### config.mk
export PLATFORM = sky130hd
export DESIGN_NAME = btn_conditioner
export DESIGN_NICKNAME = d
export VERILOG_FILES = /design/src/rtl/btn_conditioner.sv
export SDC_FILE = /design/constraint.sdc
export NUM_CORES = 1
export LEC_CHECK = 0
export CAP_MARGIN = 10
export CORE_UTILIZATION = 35
export DETAILED_ROUTE_END_ITERATION = 10
export PLACE_DENSITY = 0.59
export SLEW_MARGIN = 20
export SYNTH_ARGS = -nofsm -noshare
export SYNTH_HDL_FRONTEND = slang
export SYNTH_SLANG_ARGS = --single-unit
### constraint.sdc
create_clock -name clk -period 2.1 [get_ports clk]
set_input_delay 0.42 -clock clk [delete_from_list [all_inputs] [get_ports clk]]
set_output_delay 0.42 -clock clk [all_outputs]
set_load 0.005 [all_outputs]
### src/rtl/btn_conditioner.sv
// btn_conditioner: input stage for the 3-button state machine.
// Each raw button line goes through a 2-flop synchroniser and then its own
// debounce FSM with a counter. Clean registered levels appear on b; b_changed
// pulses for one cycle whenever any bit of b changes.
// Optional build macro BTN_COND_EDGE_EN: when defined, b_rise/b_fall carry
// one-cycle per-channel edge pulses; when undefined they are tied to zero and
// no edge registers exist.
module btn_conditioner #(
  parameter int DEBOUNCE_CYCLES = 4,
  parameter int CNT_W           = $clog2(DEBOUNCE_CYCLES + 1)
) (
  input  logic       clk,
  input  logic       rst,
  input  logic [3:1] btn_raw,
  output logic [3:1] b,
  output logic [3:1] b_rise,
  output logic [3:1] b_fall,
  output logic       b_changed
);

  // Per-channel debounce states. The current state of every channel is held
  // in state_q, which is the signal to probe when observing the FSMs.
  typedef enum logic [1:0] {
    IDLE_LO = 2'd0,
    CHK_HI  = 2'd1,
    IDLE_HI = 2'd2,
    CHK_LO  = 2'd3
  } state_t;

  // Last count value before a pending level is accepted.
  localparam logic [CNT_W-1:0] CNT_MAX = CNT_W'(DEBOUNCE_CYCLES - 1);

  logic [3:1]       s1;
  logic [3:1]       s2;
  state_t           state_q [3:1];
  state_t           state_d [3:1];
  logic [CNT_W-1:0] cnt_q   [3:1];
  logic [CNT_W-1:0] cnt_d   [3:1];
  logic [3:1]       b_d;

  // Two-flop synchroniser per channel; only s2 feeds the debounce logic.
  always_ff @(posedge clk) begin
    if (rst) begin
      s1 <= '0;
      s2 <= '0;
    end else begin
      s1 <= btn_raw;
      s2 <= s1;
    end
  end

  // Next-state logic: a new level must be seen on DEBOUNCE_CYCLES+1
  // consecutive samples (entry cycle plus DEBOUNCE_CYCLES counted cycles).
  always_comb begin
    for (int i = 1; i <= 3; i++) begin
      state_d[i] = state_q[i];
      cnt_d[i]   = cnt_q[i];
      b_d[i]     = b[i];
      case (state_q[i])
        IDLE_LO: begin
          if (s2[i]) begin
            state_d[i] = CHK_HI;
            cnt_d[i]   = '0;
          end
        end
        CHK_HI: begin
          if (!s2[i]) begin
            state_d[i] = IDLE_LO;
          end else if (cnt_q[i] == CNT_MAX) begin
            state_d[i] = IDLE_HI;
            b_d[i]     = 1'b1;
          end else begin
            cnt_d[i] = cnt_q[i] + 1'b1;
          end
        end
        IDLE_HI: begin
          if (!s2[i]) begin
            state_d[i] = CHK_LO;
            cnt_d[i]   = '0;
          end
        end
        CHK_LO: begin
          if (s2[i]) begin
            state_d[i] = IDLE_HI;
          end else if (cnt_q[i] == CNT_MAX) begin
            state_d[i] = IDLE_LO;
            b_d[i]     = 1'b0;
          end else begin
            cnt_d[i] = cnt_q[i] + 1'b1;
          end
        end
        default: begin
          state_d[i] = IDLE_LO;
          cnt_d[i]   = '0;
        end
      endcase
    end
  end

  // State/counter registers; reset discards any debounce in progress.
  always_ff @(posedge clk) begin
    if (rst) begin
      for (int i = 1; i <= 3; i++) begin
        state_q[i] <= IDLE_LO;
        cnt_q[i]   <= '0;
      end
    end else begin
      for (int i = 1; i <= 3; i++) begin
        state_q[i] <= state_d[i];
        cnt_q[i]   <= cnt_d[i];
      end
    end
  end

  // Debounced level and the any-change pulse, registered together.
  always_ff @(posedge clk) begin
    if (rst) begin
      b         <= '0;
      b_changed <= 1'b0;
    end else begin
      b         <= b_d;
      b_changed <= |(b_d ^ b);
    end
  end

`ifdef BTN_COND_EDGE_EN
  // Per-channel edge pulses, aligned with the cycle b takes its new value.
  always_ff @(posedge clk) begin
    if (rst) begin
      b_rise <= '0;
      b_fall <= '0;
    end else begin
      b_rise <= b_d & ~b;
      b_fall <= ~b_d & b;
    end
  end
`else
  assign b_rise = '0;
  assign b_fall = '0;
`endif

endmodule

==> summary by stage, run 1 <==
Layout
The count of nets after finishing is between 150 and 200. The final cell count without fillers is about 200. The share of post-route cells with drive strength above 1 is under 10%. The post-route cell area is roughly 1400 um^2. 0 antenna diodes ended up in the layout. The area added between synthesis and finish is 11.5%. Once layout is complete, the utilization of the core stands at between 40% and 50%.

Placed design
In this run the tool buffered the top-level ports with 8 buffer cells. The last weighted congestion value of the routability-driven placer is around 0.78. Once placement finished, the instance area stood at ~1400 um^2. The estimated wirelength of the detail-placed design is 1570 um. The number of cells after detailed placement is about 190.

Timing
The fmax is between 500 and 600 MHz. The number of max-slew violations in the final report came to 0. In the finished design, the share of the clock period the worst path needs comes to about nine tenths. The worst clock skew on the final layout is 0.0102 ns. Setup repair after global routing left no endpoint under its margin. The summed negative setup slack over all endpoints is 0 ns. The final hold violation count is 0. Setup violations remaining at the end of the flow were counted as 0. Counting I/O delays and the setup requirement, the final critical path takes ~1.9 ns.

Detailed routing
The number of design rule violations left after detail routing is 0. The via count is a little under 1,000. The first detailed-routing pass took 4 iterations. The average wire length per cell after detail routing is 10.8 um. The overall routed net length is ~2100 um. Dividing the detail-routed via count by the number of cells gives ~5.0.

Once detail routing completed, the nets flagged for antenna violations numbered 0. The first routing iteration left 36 violations.

GRT
The overall routing resource usage is 12.1%. The via count of the first global-routing pass is between 700 and 800. The first-pass GRT wire length is 3370 um.

Entering global routing, the biggest net connects 18 pins. The initial antenna violation count is 0. After global routing the overflow that remains totals 0.

Yosys
Among all flip-flop cells after synthesis, the most frequent one is sky130_fd_sc_hd__dfxtp_1. The flop and latch count out of synthesis is 25. The cell area after synthesis is between 1000 and 1500 um^2. The fraction of synthesized cell area taken by the top area cell type is 39.7%. Counting distinct cell types in the post-synthesis netlist gives 34. The number of enable flip-flop cells after synthesis is 0.

Ranked by instance count, the synthesized netlist is headed by 25 x sky130_fd_sc_hd__dfxtp_1, 18 x sky130_fd_sc_hd__a21oi_1, 13 x sky130_fd_sc_hd__nand2_1, 9 x sky130_fd_sc_hd__ha_1. The cell count after synthesis is 142. Sorting the synthesized cells by area gives the leading types as sky130_fd_sc_hd__dfxtp_1 40%, sky130_fd_sc_hd__ha_1 8.9%, sky130_fd_sc_hd__a21oi_1 7.1%. The sequential cell area fraction in the yosys report is about 40%.

The post-synthesis average cell area is just under 9 um^2. Summed over all instances, the cell type with the most area after synthesis is sky130_fd_sc_hd__dfxtp_1. The share of flip-flops with an asynchronous set or reset is 0%. The number of synthesis warnings is 0. Yosys instantiated no cell more often than sky130_fd_sc_hd__dfxtp_1.

Clock network
The cell at the root of the clock tree is sky130_fd_sc_hd__clkbuf_4. The register clock-pin slew on the reported worst setup and hold paths is 0.13 ns. The H-tree level count is 1.

The total setup buffers inserted after CTS is 0. The CTS tree is done. The later pin in the worst-skew pair is clocked with a latency of between 0.3 and 0.4 ns. In this run, post-CTS hold repair placed 0 buffers. The number of resized instances in the post-cts repair step is 0. In this run, CTS created clock tree buffers numbering 3. In this run the deepest clock path goes through 2 buffers. The number of sinks on the clock net is 25.

Power and ir drop
In this run the static leakage power is 0.507 nW. IR analysis of the VDD net gives a maximum drop of slightly below 0.0003 V. The power per cell area is 595 nW/um^2.

Status
The run finished with clean final reports.

Worst setup path
The type of element capturing the critical path is a register. The type of the setup path with the least slack is reg -> reg. The data arrival at the endpoint of the critical path is approximately 2.1 ns. The startpoint kind of the worst setup timing path is a register. The largest fanout on the critical path is 8. The data required time of the critical path is ~2.3 ns.

Floorplan
The count of standard-cell rows is 21. For this design the top-level I/O count stands at 15. Once the floorplan was initialized, standard cells occupied between 30 and 40% of the core. The core region is 3390 um^2. The width of the chip is between 60 and 70 um. The die covers a little under 4000 um^2.

The vertical die dimension is around 62 um.

Run
The tool flagged a number of max-cap violations equal to 0.

Hold path
The worst min-delay path category is reg -> reg.
-- report_power, final --
| group | internal, W | total [W] | leakage, nW | switching, W |
|---|---|---|---|---|
| clock | 0.0000743 | 0.000210 | 0.0150 | 0.000136 |
| combinational | 0.0000591 | 0.000123 | 0.289 | 0.0000636 |
| sequential | 0.000490 | 0.000504 | 0.203 | 0.0000137 |
-- cell usage in the layout, fill, tap and decap left out, types with 3 or more instances in the layout --
cell type	n
sky130_fd_sc_hd__a21oi_1	18
sky130_fd_sc_hd__clkbuf_4	3
sky130_fd_sc_hd__clkdlybuf4s50_1	8
sky130_fd_sc_hd__conb_1	6
sky130_fd_sc_hd__dfxtp_1	25
sky130_fd_sc_hd__ha_1	9
sky130_fd_sc_hd__inv_1	8
sky130_fd_sc_hd__nand2_1	13
sky130_fd_sc_hd__nand3_1	5
sky130_fd_sc_hd__nand3b_1	4
sky130_fd_sc_hd__nand4b_1	4
sky130_fd_sc_hd__nor2_1	8
sky130_fd_sc_hd__nor2b_1	7
sky130_fd_sc_hd__o21ai_0	6
-- metrics by stage --
stage,hold WS [ns],power (W),setup WS (ns)
6_report,0.452,0.000836,0.247
5_1_grt,0.471,0.000896,0.127
4_1_cts,0.457,0.000849,0.257
3_5_place_dp,0.426,0.000637,0.281
3_3_place_gp,0.422,0.000635,0.359
2_1_floorplan,0.414,0.000606,0.427
-- routing by layer --
metal,track usage (%),wire [um]
met2,18.8,977
met1,15.6,1030
met5,0,0
met4,6.67,47
met3,2.48,74
-- final timing paths --
kind,depth (start not counted),startpoint,end,slack [ns]
setup / recovery,6,cnt_q[0][9]$_SDFFE_PP0P_,cnt_q[0][9]$_SDFFE_PP0P_,0.25
hold / removal,1,s1[1]$_SDFF_PP0_,s2[1]$_SDFF_PP0_,0.45
setup reg to reg,6,cnt_q[0][9]$_SDFFE_PP0P_,cnt_q[0][9]$_SDFFE_PP0P_,0.25
hold reg to reg,1,s1[1]$_SDFF_PP0_,s2[1]$_SDFF_PP0_,0.45
-- final cells by class --
class,instances,area (um^2)
well taps,46,57.6
repair buffers,11,115
multi-input cells,103,676
flip-flops and latches,25,500
clock buffers,4,26.3
fillers,339,1980
inverters,8,30.0
-- critical path, cell delays in order, from the launching register on --
cell	delay (ns)
sky130_fd_sc_hd__dfxtp_1	0.35
sky130_fd_sc_hd__ha_1	0.20
sky130_fd_sc_hd__ha_1	0.28
sky130_fd_sc_hd__or4b_4	0.52
sky130_fd_sc_hd__o41ai_2	0.10
sky130_fd_sc_hd__o21ai_0	0.18
sky130_fd_sc_hd__a21oi_1	0.15
-- kinds of logic (layout without fill, tap and decap cells) --
kind of cell	Yosys count	in the layout	synth area share [%]
AO/OA/AOI/OAI	36	36	18.8
XOR/XNOR	2	2	1.39
adder cells (fa/ha/maj)	9	9	8.94
buffers and inverters	19	23	8.14
flip-flops	25	25	39.7
other	1	6	0.298
AND/OR/NAND/NOR	50	50	22.7
Power figures use the tool's default switching activity.
==> inputs of run 2 (changes only) <==
Settings changed: CAP_MARGIN 10 to 0, HOLD_SLACK_MARGIN from default to 0.02.
==> results of run 2 <==
No change in the layout: final DEF, timing and power equal those of run 1.
==> inputs of run 3 (changes only) <==
Clock period 2.1 ns to 2.2 ns, I/O delays scaled along.
==> run 3 against run 2 <==
  * Final cell count decreased by 1.0%
  * Non-clock buffer count fell by 2
  * Sequential cell count unchanged
  * Utilization shrank 0.33 points
  * Clock power is 2% higher
  * Global-route usage increased by 1.0 points
  * Die area unchanged
  * Critical path depth did not move
  * Clock skew is 0.0088 ns lower
  * Largest cell class unchanged
  * Sequential power shrank 4.4%
  * Power decreased by 3.2%
==> summary by stage, run 3 (synthesized netlist as in run 1, its figures left out) <==
Power and ir drop
The power per cell area is 581 nW/um^2 (was 595 nW/um^2). The peak supply drop is 0.000353 V (was 0.000293 V). The cell leakage power is 0.495 nW (was 0.507 nW).

Clock network
The register clock-pin slew on the reported worst setup and hold paths is 0.14 ns (was 0.13 ns). The H-tree level count was 1 (unchanged). The total of hold buffers inserted after clock tree synthesis came to 0 (unchanged).

The cell at the root of the clock tree is sky130_fd_sc_hd__clkbuf_4 (unchanged). The total setup buffers inserted after CTS is 0 (unchanged). The clock insertion delay at the later pin of the skew report is 0.32 ns (about the same). The number of resized instances in the post-cts repair step is 0 (unchanged). The CTS tree is done (unchanged). The number of sinks on the clock net was 25 (unchanged). The clock buffer count from CTS is 3 (unchanged). The clock tree buffer depth was 2 (unchanged).

Placed design
The number of I/O port buffers is 8 (unchanged). The last weighted congestion value of the routability-driven placer is 0.770 (was 0.783). The estimated wirelength of the detail-placed design is 1620 um (was 1570 um). The total cell area at the placement stage is 1360 um^2 (was 1380 um^2).

Timing
The period utilization is 83.4% (was 88.2%). The post-layout minimum cycle time was 1.84 ns (was 1.85 ns). The summed negative setup slack over all endpoints is 0 ns (unchanged). The total of endpoints with negative setup slack in the final report is 0 (unchanged). The number of max-slew violations in the final report is 0 (unchanged). The worst clock skew on the final layout is 0.00138 ns (was 0.0102 ns). Unrepaired setup endpoints after global routing: false (unchanged). The fmax is 545 MHz (was 540 MHz). The final hold violation count is 0 (unchanged).

GRT
The most congested layer reported by global routing is met2 (unchanged). The global-route congestion overflow total was 0 (unchanged). The overall routing resource usage is 13.1% (was 12.1%). The met1 track demand over resource in global routing was 15.3% (was 15.6%). The global-route met3 utilization is 4.55% (was 2.48%). The via count of the first global-routing pass is 850 (was 795). The first-pass GRT wire length is 3660 um (was 3370 um). The initial antenna violation count was 0 (unchanged). The met2 usage in global routing came to 21.7% (was 18.8%). The maximum number of pins on one net before global-route repair is 18 (unchanged).

Worst setup path
The type of element capturing the critical path was a register (unchanged). The reg-to-reg setup timing slack is 0.36 ns (was 0.25 ns). The critical path's largest stage delay was 0.57 ns (was 0.52 ns).

The type of the setup path with the least slack is reg -> reg (unchanged). The kind of cell with the highest combined delay on the critical path is simple AND/OR/NAND/NOR gates (unchanged). The count of buffer and inverter cells on the critical path is 1 (was 0).

Sequence of cells on the critical path: inv_1 > ha_1 > or4b_4 > o41ai_2 > o21ai_0 > a21oi_1 (was ha_1 > ha_1 > or4b_4 > o41ai_2 > o21ai_0 > a21oi_1). The largest fanout on the critical path is 12 (was 8). The data required time of the critical path is 2.46 ns (was 2.34 ns). The startpoint kind of the worst setup timing path is a register (unchanged). The data arrival at the endpoint of the critical path is 2.09 ns (about the same). The worst flop-to-flop path endpoint is cnt_q[0][11]$_SDFFE_PP0P_ (was cnt_q[0][9]$_SDFFE_PP0P_). The slowest stage cell on the critical path is sky130_fd_sc_hd__or4b_4 (unchanged).

The depth of the most critical reg-to-reg path is 6 (unchanged).

Hold path
The number of instances on the worst hold path is 1 (unchanged). The critical hold path startpoint is s1[1]$_SDFF_PP0_ (unchanged). The worst min-delay path category is reg -> reg (unchanged). The terminating pin of the worst hold path is s2[1]$_SDFF_PP0_ (unchanged).

Floorplan
The vertical die dimension is 62 um (unchanged). The number of ports placed on the die boundary came to 15 (unchanged). The core area is 3390 um^2 (unchanged). The die footprint is 3840 um^2 (unchanged). The starting density of the core is 37.2% (unchanged). The width of the chip is 62 um (unchanged). The count of standard-cell rows is 21 (unchanged).

Status
Run status: finished clean (unchanged).

Layout
The final antenna diode count is 0 (unchanged). The share of post-route cells with drive strength above 1 is 8.72% (was 9.27%). The most frequent standard cell in the layout excluding fill and tap cells is sky130_fd_sc_hd__dfxtp_1 (unchanged). The count of nets after finishing is 164 (was 166). The area added between synthesis and finish was 10.6% (was 11.5%). The post-route cell area is 1390 um^2 (was 1410 um^2). Commonest cells after routing, fill and taps aside: 25 x sky130_fd_sc_hd__dfxtp_1, 18 x sky130_fd_sc_hd__a21oi_1, 13 x sky130_fd_sc_hd__nand2_1 (unchanged).

Detailed routing
The number of vias per cell after detailed routing is 5.01 (was 4.98). The average wire length per cell after detail routing came to 11.3 um (was 10.8 um). The number of design rule violations left after detail routing came to 0 (unchanged). The count of routing violations after the opening detailed-route iteration is 28 (was 36). The post-detailed-route count of antenna-violating nets is 0 (unchanged). The detailed-router iteration count before antenna repair was 4 (unchanged). The overall routed net length is 2210 um (was 2130 um).

The via count was 976 (was 982).

Run
The max-cap violation count is 0 (unchanged).
## run 3: through the flow
step                      cells  setup WS, ns  power [W]  util (%)  hold WS [ns]
after detailed placement    191         0.399   0.000606      40.2         0.428
after global routing        195         0.281   0.000853      41.1         0.472
after global placement      191         0.464   0.000601      40.2         0.422
after CTS                   195         0.360   0.000823      41.1         0.457
final                       195         0.365   0.000810      41.1         0.455
after floorplan             147         0.527   0.000579         -         0.414
## run 3: power by group
| part | internal [W] | leakage, nW | total, W | switching, W |
|---|---|---|---|---|
| Clock | 0.0000695 | 0.0139 | 0.000214 | 0.000144 |
| Combinational | 0.0000532 | 0.278 | 0.000115 | 0.0000614 |
| Sequential | 0.000468 | 0.203 | 0.000482 | 0.0000136 |
## run 3: final cells by class
class                      instances  area, um^2
fill                             333        2000
multi-input combinational        103         676
sequential                        25         500
timing repair buffer               9         100
tap                               46        57.6
inverter                           8        30.0
clock buffer                       3        22.5
clock inverter                     1        7.51
## run 3: layer usage
metal / wire [um] / vias to the layer above / part of all wire (%)
li1: - / 508 / -
met1: 1050 / 450 / 47
met2: 1060 / 16 / 48
met3: 81 / 2 / 3.7
met4: 20 / 0 / 0.90
met5: 0 / - / 0
## run 3: worst max-delay path by stage
stage | to | slack, ns | cells past startpoint | start
6_report | cnt_q[0][11]$_SDFFE_PP0P_ | 0.36 | 6 | register
5_1_grt | cnt_q[0][10]$_SDFFE_PP0P_ | 0.28 | 6 | register
4_1_cts | cnt_q[0][11]$_SDFFE_PP0P_ | 0.36 | 6 | register
3_5_place_dp | cnt_q[0][11]$_SDFFE_PP0P_ | 0.40 | 6 | register
3_3_place_gp | cnt_q[0][10]$_SDFFE_PP0P_ | 0.46 | 6 | cnt_q[0][9]$_SDFFE_PP0P_
2_1_floorplan | cnt_q[0][10]$_SDFFE_PP0P_ | 0.53 | 6 | cnt_q[0][9]$_SDFFE_PP0P_
